===== src/rtl/gen_fifo_defines_pkg.sv =====
// Shared types and constants for the FIFO write-side stimulus generator.
`ifndef DATA_WIDTH
`define DATA_WIDTH 8
`endif

package gen_fifo_defines_pkg;

    localparam int unsigned DEF_DATA_WIDTH = `DATA_WIDTH;
    localparam logic [31:0] LFSR32_POLY    = 32'h8020_0003;
    localparam logic [15:0] LFSR16_POLY    = 16'hB400;
    localparam logic [31:0] DEF_SEED       = 32'hACE1_2024;
    localparam logic [15:0] THR_SEED       = 16'hBEEF;

    typedef enum logic [1:0] {INCR, LFSR, WALK1, CONST} gen_mode_e;
    typedef enum logic [1:0] {IDLE, RUN, DONE} gen_state_e;

endpackage


===== src/rtl/gen_fifo_lfsr.sv =====
// Right-shifting Galois LFSR with synchronous load and step enable; exposes the low OUT_W bits.
// Updates one cycle after load/step; load takes priority over step.
module gen_fifo_lfsr #(
    parameter int unsigned  W       = 32,
    parameter logic [W-1:0] POLY    = '1,
    parameter logic [W-1:0] RST_VAL = '1,
    parameter int unsigned  OUT_W   = W
) (
    input  logic             clk,
    input  logic             rst,
    input  logic             load,
    input  logic [W-1:0]     seed,
    input  logic             step,
    output logic [OUT_W-1:0] q
);

    logic [W-1:0] state;
    logic [W-1:0] nxt;

    assign nxt = (state >> 1) ^ (state[0] ? POLY : '0);
    assign q   = state[OUT_W-1:0];

    always_ff @(posedge clk) begin
        if (rst) begin
            state <= RST_VAL;
        end else if (load) begin
            state <= seed;
        end else if (step) begin
            state <= nxt;
        end
    end

endmodule


===== src/rtl/gen_fifo_stim.sv =====
// FIFO write-port stimulus generator: patterned words under a valid/full handshake with a rate throttle.
// First write two cycles after start_i; full_flag holds the pending word and data_o until the FIFO has room.
module gen_fifo_stim #(
    parameter int unsigned DATA_WIDTH = gen_fifo_defines_pkg::DEF_DATA_WIDTH,
    parameter int unsigned CNT_W      = 16,
    parameter logic [31:0] DEF_SEED   = gen_fifo_defines_pkg::DEF_SEED
) (
    input  logic                  clk,
    input  logic                  rst,
    input  logic                  start_i,
    input  logic                  stop_i,
    input  logic [1:0]            mode_i,
    input  logic [7:0]            rate_i,
    input  logic [CNT_W-1:0]      num_words_i,
    input  logic [31:0]           seed_i,
    input  logic                  full_flag,
    output logic                  write_o,
    output logic [DATA_WIDTH-1:0] data_o,
    output logic                  busy_o,
    output logic                  done_o,
    output logic [CNT_W-1:0]      count_o
);
    import gen_fifo_defines_pkg::*;

    gen_state_e            state_q;
    gen_state_e            state_d;
    gen_mode_e             mode_q;
    logic [7:0]            rate_q;
    logic [CNT_W-1:0]      num_q;
    logic [CNT_W-1:0]      count_q;
    logic [CNT_W-1:0]      count_nxt;
    logic [DATA_WIDTH-1:0] const_q;
    logic [DATA_WIDTH-1:0] incr_q;
    logic [DATA_WIDTH-1:0] walk_q;
    logic [DATA_WIDTH-1:0] data_q;
    logic [DATA_WIDTH-1:0] lfsr_word;
    logic [DATA_WIDTH-1:0] cur_word;
    logic [7:0]            thr_byte;
    logic [31:0]           seed_load;
    logic                  valid_q;
    logic                  valid_d;
    logic                  start_ok;
    logic                  accept;
    logic                  last_acc;
    logic                  owed;
    logic                  thr_pass;
    logic                  load_word;

    assign start_ok  = (state_q == IDLE) && start_i && !stop_i;
    assign accept    = valid_q && !full_flag;
    assign count_nxt = count_q + CNT_W'(accept);
    assign last_acc  = accept && (num_q != '0) && (count_nxt == num_q);
    assign owed      = (num_q == '0) || (count_nxt != num_q);
    assign thr_pass  = (rate_q == 8'hFF) || (thr_byte < rate_q);
    assign seed_load = (seed_i == 32'd0) ? DEF_SEED : seed_i;

    // Generators hold the next word to present and advance whenever a word is moved into data_q.
    assign load_word = valid_d && (!valid_q || accept);

    gen_fifo_lfsr #(
        .W      (32),
        .POLY   (LFSR32_POLY),
        .RST_VAL(DEF_SEED),
        .OUT_W  (DATA_WIDTH)
    ) u_data_lfsr (
        .clk (clk),
        .rst (rst),
        .load(start_ok),
        .seed(seed_load),
        .step(load_word),
        .q   (lfsr_word)
    );

    gen_fifo_lfsr #(
        .W      (16),
        .POLY   (LFSR16_POLY),
        .RST_VAL(THR_SEED),
        .OUT_W  (8)
    ) u_thr_lfsr (
        .clk (clk),
        .rst (rst),
        .load(1'b0),
        .seed(16'h0000),
        .step(state_q == RUN),
        .q   (thr_byte)
    );

    always_comb begin
        cur_word = const_q;
        unique case (mode_q)
            INCR:    cur_word = incr_q;
            LFSR:    cur_word = lfsr_word;
            WALK1:   cur_word = walk_q;
            default: cur_word = const_q;
        endcase
    end

    always_comb begin
        state_d = state_q;
        valid_d = 1'b0;
        unique case (state_q)
            IDLE: begin
                if (start_ok) state_d = RUN;
            end
            RUN: begin
                if (stop_i) begin
                    state_d = IDLE;
                end else if (last_acc) begin
                    state_d = DONE;
                end else if (valid_q && !accept) begin
                    valid_d = 1'b1;
                end else begin
                    valid_d = thr_pass && owed;
                end
            end
            DONE:    state_d = IDLE;
            default: state_d = IDLE;
        endcase
    end

    always_ff @(posedge clk) begin
        if (rst) begin
            state_q <= IDLE;
            mode_q  <= INCR;
            rate_q  <= '0;
            num_q   <= '0;
            count_q <= '0;
            const_q <= '0;
            incr_q  <= '0;
            walk_q  <= DATA_WIDTH'(1);
            data_q  <= '0;
            valid_q <= 1'b0;
        end else begin
            state_q <= state_d;
            valid_q <= valid_d;
            if (!valid_d) begin
                data_q <= '0;
            end else if (load_word) begin
                data_q <= cur_word;
            end
            if (start_ok) begin
                mode_q  <= gen_mode_e'(mode_i);
                rate_q  <= rate_i;
                num_q   <= num_words_i;
                const_q <= seed_i[DATA_WIDTH-1:0];
                incr_q  <= seed_i[DATA_WIDTH-1:0];
                walk_q  <= DATA_WIDTH'(1);
                count_q <= '0;
            end else begin
                count_q <= count_nxt;
                if (load_word) begin
                    incr_q <= incr_q + DATA_WIDTH'(1);
                    walk_q <= (walk_q << 1) | (walk_q >> (DATA_WIDTH - 1));
                end
            end
        end
    end

    assign write_o = accept;
    assign data_o  = data_q;
    assign busy_o  = (state_q != IDLE);
    assign done_o  = (state_q == DONE);
    assign count_o = count_q;

endmodule


===== config.mk =====
export PLATFORM = sky130hd
export DESIGN_NAME = gen_fifo_stim
export DESIGN_NICKNAME = d
export VERILOG_FILES = /design/src/rtl/gen_fifo_defines_pkg.sv /design/src/rtl/gen_fifo_lfsr.sv /design/src/rtl/gen_fifo_stim.sv
export SDC_FILE = /design/constraint.sdc
export NUM_CORES = 1
export LEC_CHECK = 0
export ABC_CLOCK_PERIOD_IN_PS = 4270
export BUFFER_PORTS_ARGS = -buffer_cell sky130_fd_sc_hd__buf_2
export CAP_MARGIN = 0
export CORE_MARGIN = 4
export CORE_UTILIZATION = 40
export DETAILED_ROUTE_END_ITERATION = 6
export PLACE_DENSITY = 0.68
export SLEW_MARGIN = 20
export SYNTH_ARGS = -nofsm -noshare
export SYNTH_HDL_FRONTEND = slang
export SYNTH_SLANG_ARGS = --single-unit

===== constraint.sdc =====
create_clock -name clk -period 4.27 [get_ports clk]
set_clock_uncertainty 0.05 [all_clocks]
set_input_delay 0.2135 -clock clk [delete_from_list [all_inputs] [get_ports clk]]
set_output_delay 0.2135 -clock clk [all_outputs]
set_load 0.05 [all_outputs]

==> flow_summary.ini <==
[synth]
ys_types = 69
synth_edf_count = 0
ys_warn_count = 0
synth.area.top_cells = dfxtp_1, nand2_1, a21oi_1
syn_nets = 833
synthDominantCellAreaShare_pct = 38.4
synth_commonest_cells = dfxtp_1, nand2_1, nor2_1
syn_area_per_cell_um2 = 8.58
syn_inst = 760
synth.most_common_cell = dfxtp_1
synth-main-ff-cell = dfxtp_1
ys_seq_area_share_pct = 38.4
netlist_area_um2 = 6520
ys_ff_latch = 125
synth_largest_area_cell = dfxtp_1
async_flop_share_pct = 0

[floorplan]
dieArea_um2 = 18400
dieHeight_um = 136
die_w_um = 136
initial_core_util_pct = 40.9
io_pins = 90
rows = 46
core_area_um2 = 15900

[clock_tree]
clk_pin_slew_worst_paths_ns = 0.05
cts-root-buf = clkbuf_16
h-tree-depth = 4
numClockSinks = 125
post-cts-setup-buffers = 0
cts_tree = yes
numCtsBuffers = 17
ctsHoldBuffers = 25
cts_max_path_buffers = 2
cts_resized = 0
clock_latency_ns = 0.41

[critical_path]
cp-end-kind = register
worstPathRequired_ns = 4.52
arrival_ns = 3.64
crit_path_start_kind = register
criticalPathCategory = reg -> reg
crit_fanout = 23

[drt]
routed_wl_um = 17300
first_iter_violations = 441
ant_nets = 0
dr.pass1.iters = 5
vias = 5915
viasPerCell = 5.53
routedWlPerCell_um = 16.2
drc = 0

[power]
fin_total_pwr_uw = 3110
ir_worst_vdd_v = 0.000285
p_leak_uw = 0.00295
cellPowerDensity_nw_per_um2 = 394

[grt]
grt_start_max_net_pins = 82
grt-ovfl-total = 0
grt_pass1_vias = 5701
grt_usage_pct = 19.6
grt_antenna_before_repair = 0
grt_pass1_wl_um = 29000

[sta]
min_period_over_period_pct = 79.3
worstMarginPinSlew_ns = 0.850
period_needed_ns = 3.38
final-max-slew-violation-count = 0
hold_ws_ns = 0.0181
rsz0062_at_grt = no
finalHoldViolCount = 0
finalSetupViolCount = 0
fmax_mhz = 295
slew_headroom_pct = 43.4
final.setup.tns_ns = 0

[min_path]
hold_path_class = in -> reg

[placement]
io_buffer_count = 89
dpl.hpwl_um = 11600
place_congestion = 0.891

[run_status]
status = finished clean

[layout]
nets = 914
syn2layout_area_growth_pct = 21.1
drive_gt1_share_pct = 21.7
diodes = 0

[flow_run]
maxCapViolCount = 0
==> area by class of cell <==
class                      count  area [um2]
clock inverter                 6         105
timing repair buffer         125         781
tap                          216         270
multi-input combinational    558        3680
inverter                      14        52.6
sequential                   125        2500
fill                        1559        8040
clock buffer                  26         509
==> state kept, by name, summed over array words and instances, names as in the netlist <==
name and flops:
walk_q 8, const_q 8, mode_q 2, state_q 2, valid_q 1, count_o 16
incr_q 8, rate_q 8, u_thr_lfsr.state 16, u_data_lfsr.state 32, num_q 16, data_o 8
==> metrics by stage <==
stage | instances | setup slack (ns) | area [um2] | util [%]
detailed placement | 1013 | 0.798 | 7040 | 44.1
finish | 1070 | 0.885 | 7900 | 49.6
global route | 1070 | 0.477 | 7900 | 49.6
global placement | 1013 | 0.859 | 7040 | 44.1
floorplan | 760 | 1.12 | 6520 | -
CTS | 1070 | 0.881 | 7900 | 49.6
==> layer usage <==
layer	GRT usage, %	up-vias	part of all wire [%]
met2	31.6	180	47
met5	0	-	0
li1	-	2924	-
met4	5.99	0	1.7
met3	5.57	25	6.6
met1	25.5	2786	45
==> cells in the final DEF (no fill, tap or decap), drive strengths merged, types with 4 or more instances in the layout <==
cell type    netlist  final
nand2b             6      6
clkbuf            38     26
a2111oi           19     19
o21ai             22     22
mux4               8      8
nor4              23     23
o21bai             8      8
ha                10     10
nand3             27     27
a21oi             58     58
dlygate4sd3        0     25
nor3              41     41
nand3b            13     13
nand2            110    110
buf               25    100
inv               14     14
xnor2             23     23
dfxtp            125    125
a211oi            27     27
a21o               6      6
or3                9      9
a211o              4      4
and4               4      4
nor2              73     73
nand4             18     18
xor2               7      7
==> path summary, 6_finish.rpt <==
kind,startpoint,to,slack (ns),cells after the start
setup / recovery,valid_q$_SDFF_PP0_,u_data_lfsr.state[15]$_SDFFE_PP0P_,0.89,12
hold / removal,seed_i[3],const_q[3]$_SDFFE_PP0P_,0.02,3
setup reg to reg,valid_q$_SDFF_PP0_,u_data_lfsr.state[15]$_SDFFE_PP0P_,0.89,12
hold reg to reg,const_q[1]$_SDFFE_PP0P_,const_q[1]$_SDFFE_PP0P_,0.40,2
==> worst max-delay path, stage by stage (launching register included) <==
cell,delay [ns]
dfxtp_1,0.32
nand2b_1,0.10
inv_1,0.11
ha_1,0.24
nand4_4,0.29
nor4_2,0.47
xnor2_1,0.19
o211ai_2,0.13
nor4_4,0.36
a21o_4,0.32
buf_4,0.33
nor3_2,0.07
a2111oi_2,0.28
==> power by group <==
group	internal (uW)	leakage, uW	switching, uW
Sequential	1220	0.00102	46.8
Combinational	153	0.00162	206
Clock	993	0.000304	492
Total	2370	0.00295	746
==> kinds of logic (layout without fill, tap and decap cells) <==
group,after synthesis,count (layout),share of synthesized area [%]
compound gates,165,165,18.9
xor+xnor,33,33,5.06
fa+ha+maj,10,10,1.92
buf+inv,77,171,5.31
flops,125,125,38.4
mux,11,11,3.24
simple gates,339,339,27.3
(Power assumes the default switching activity.)
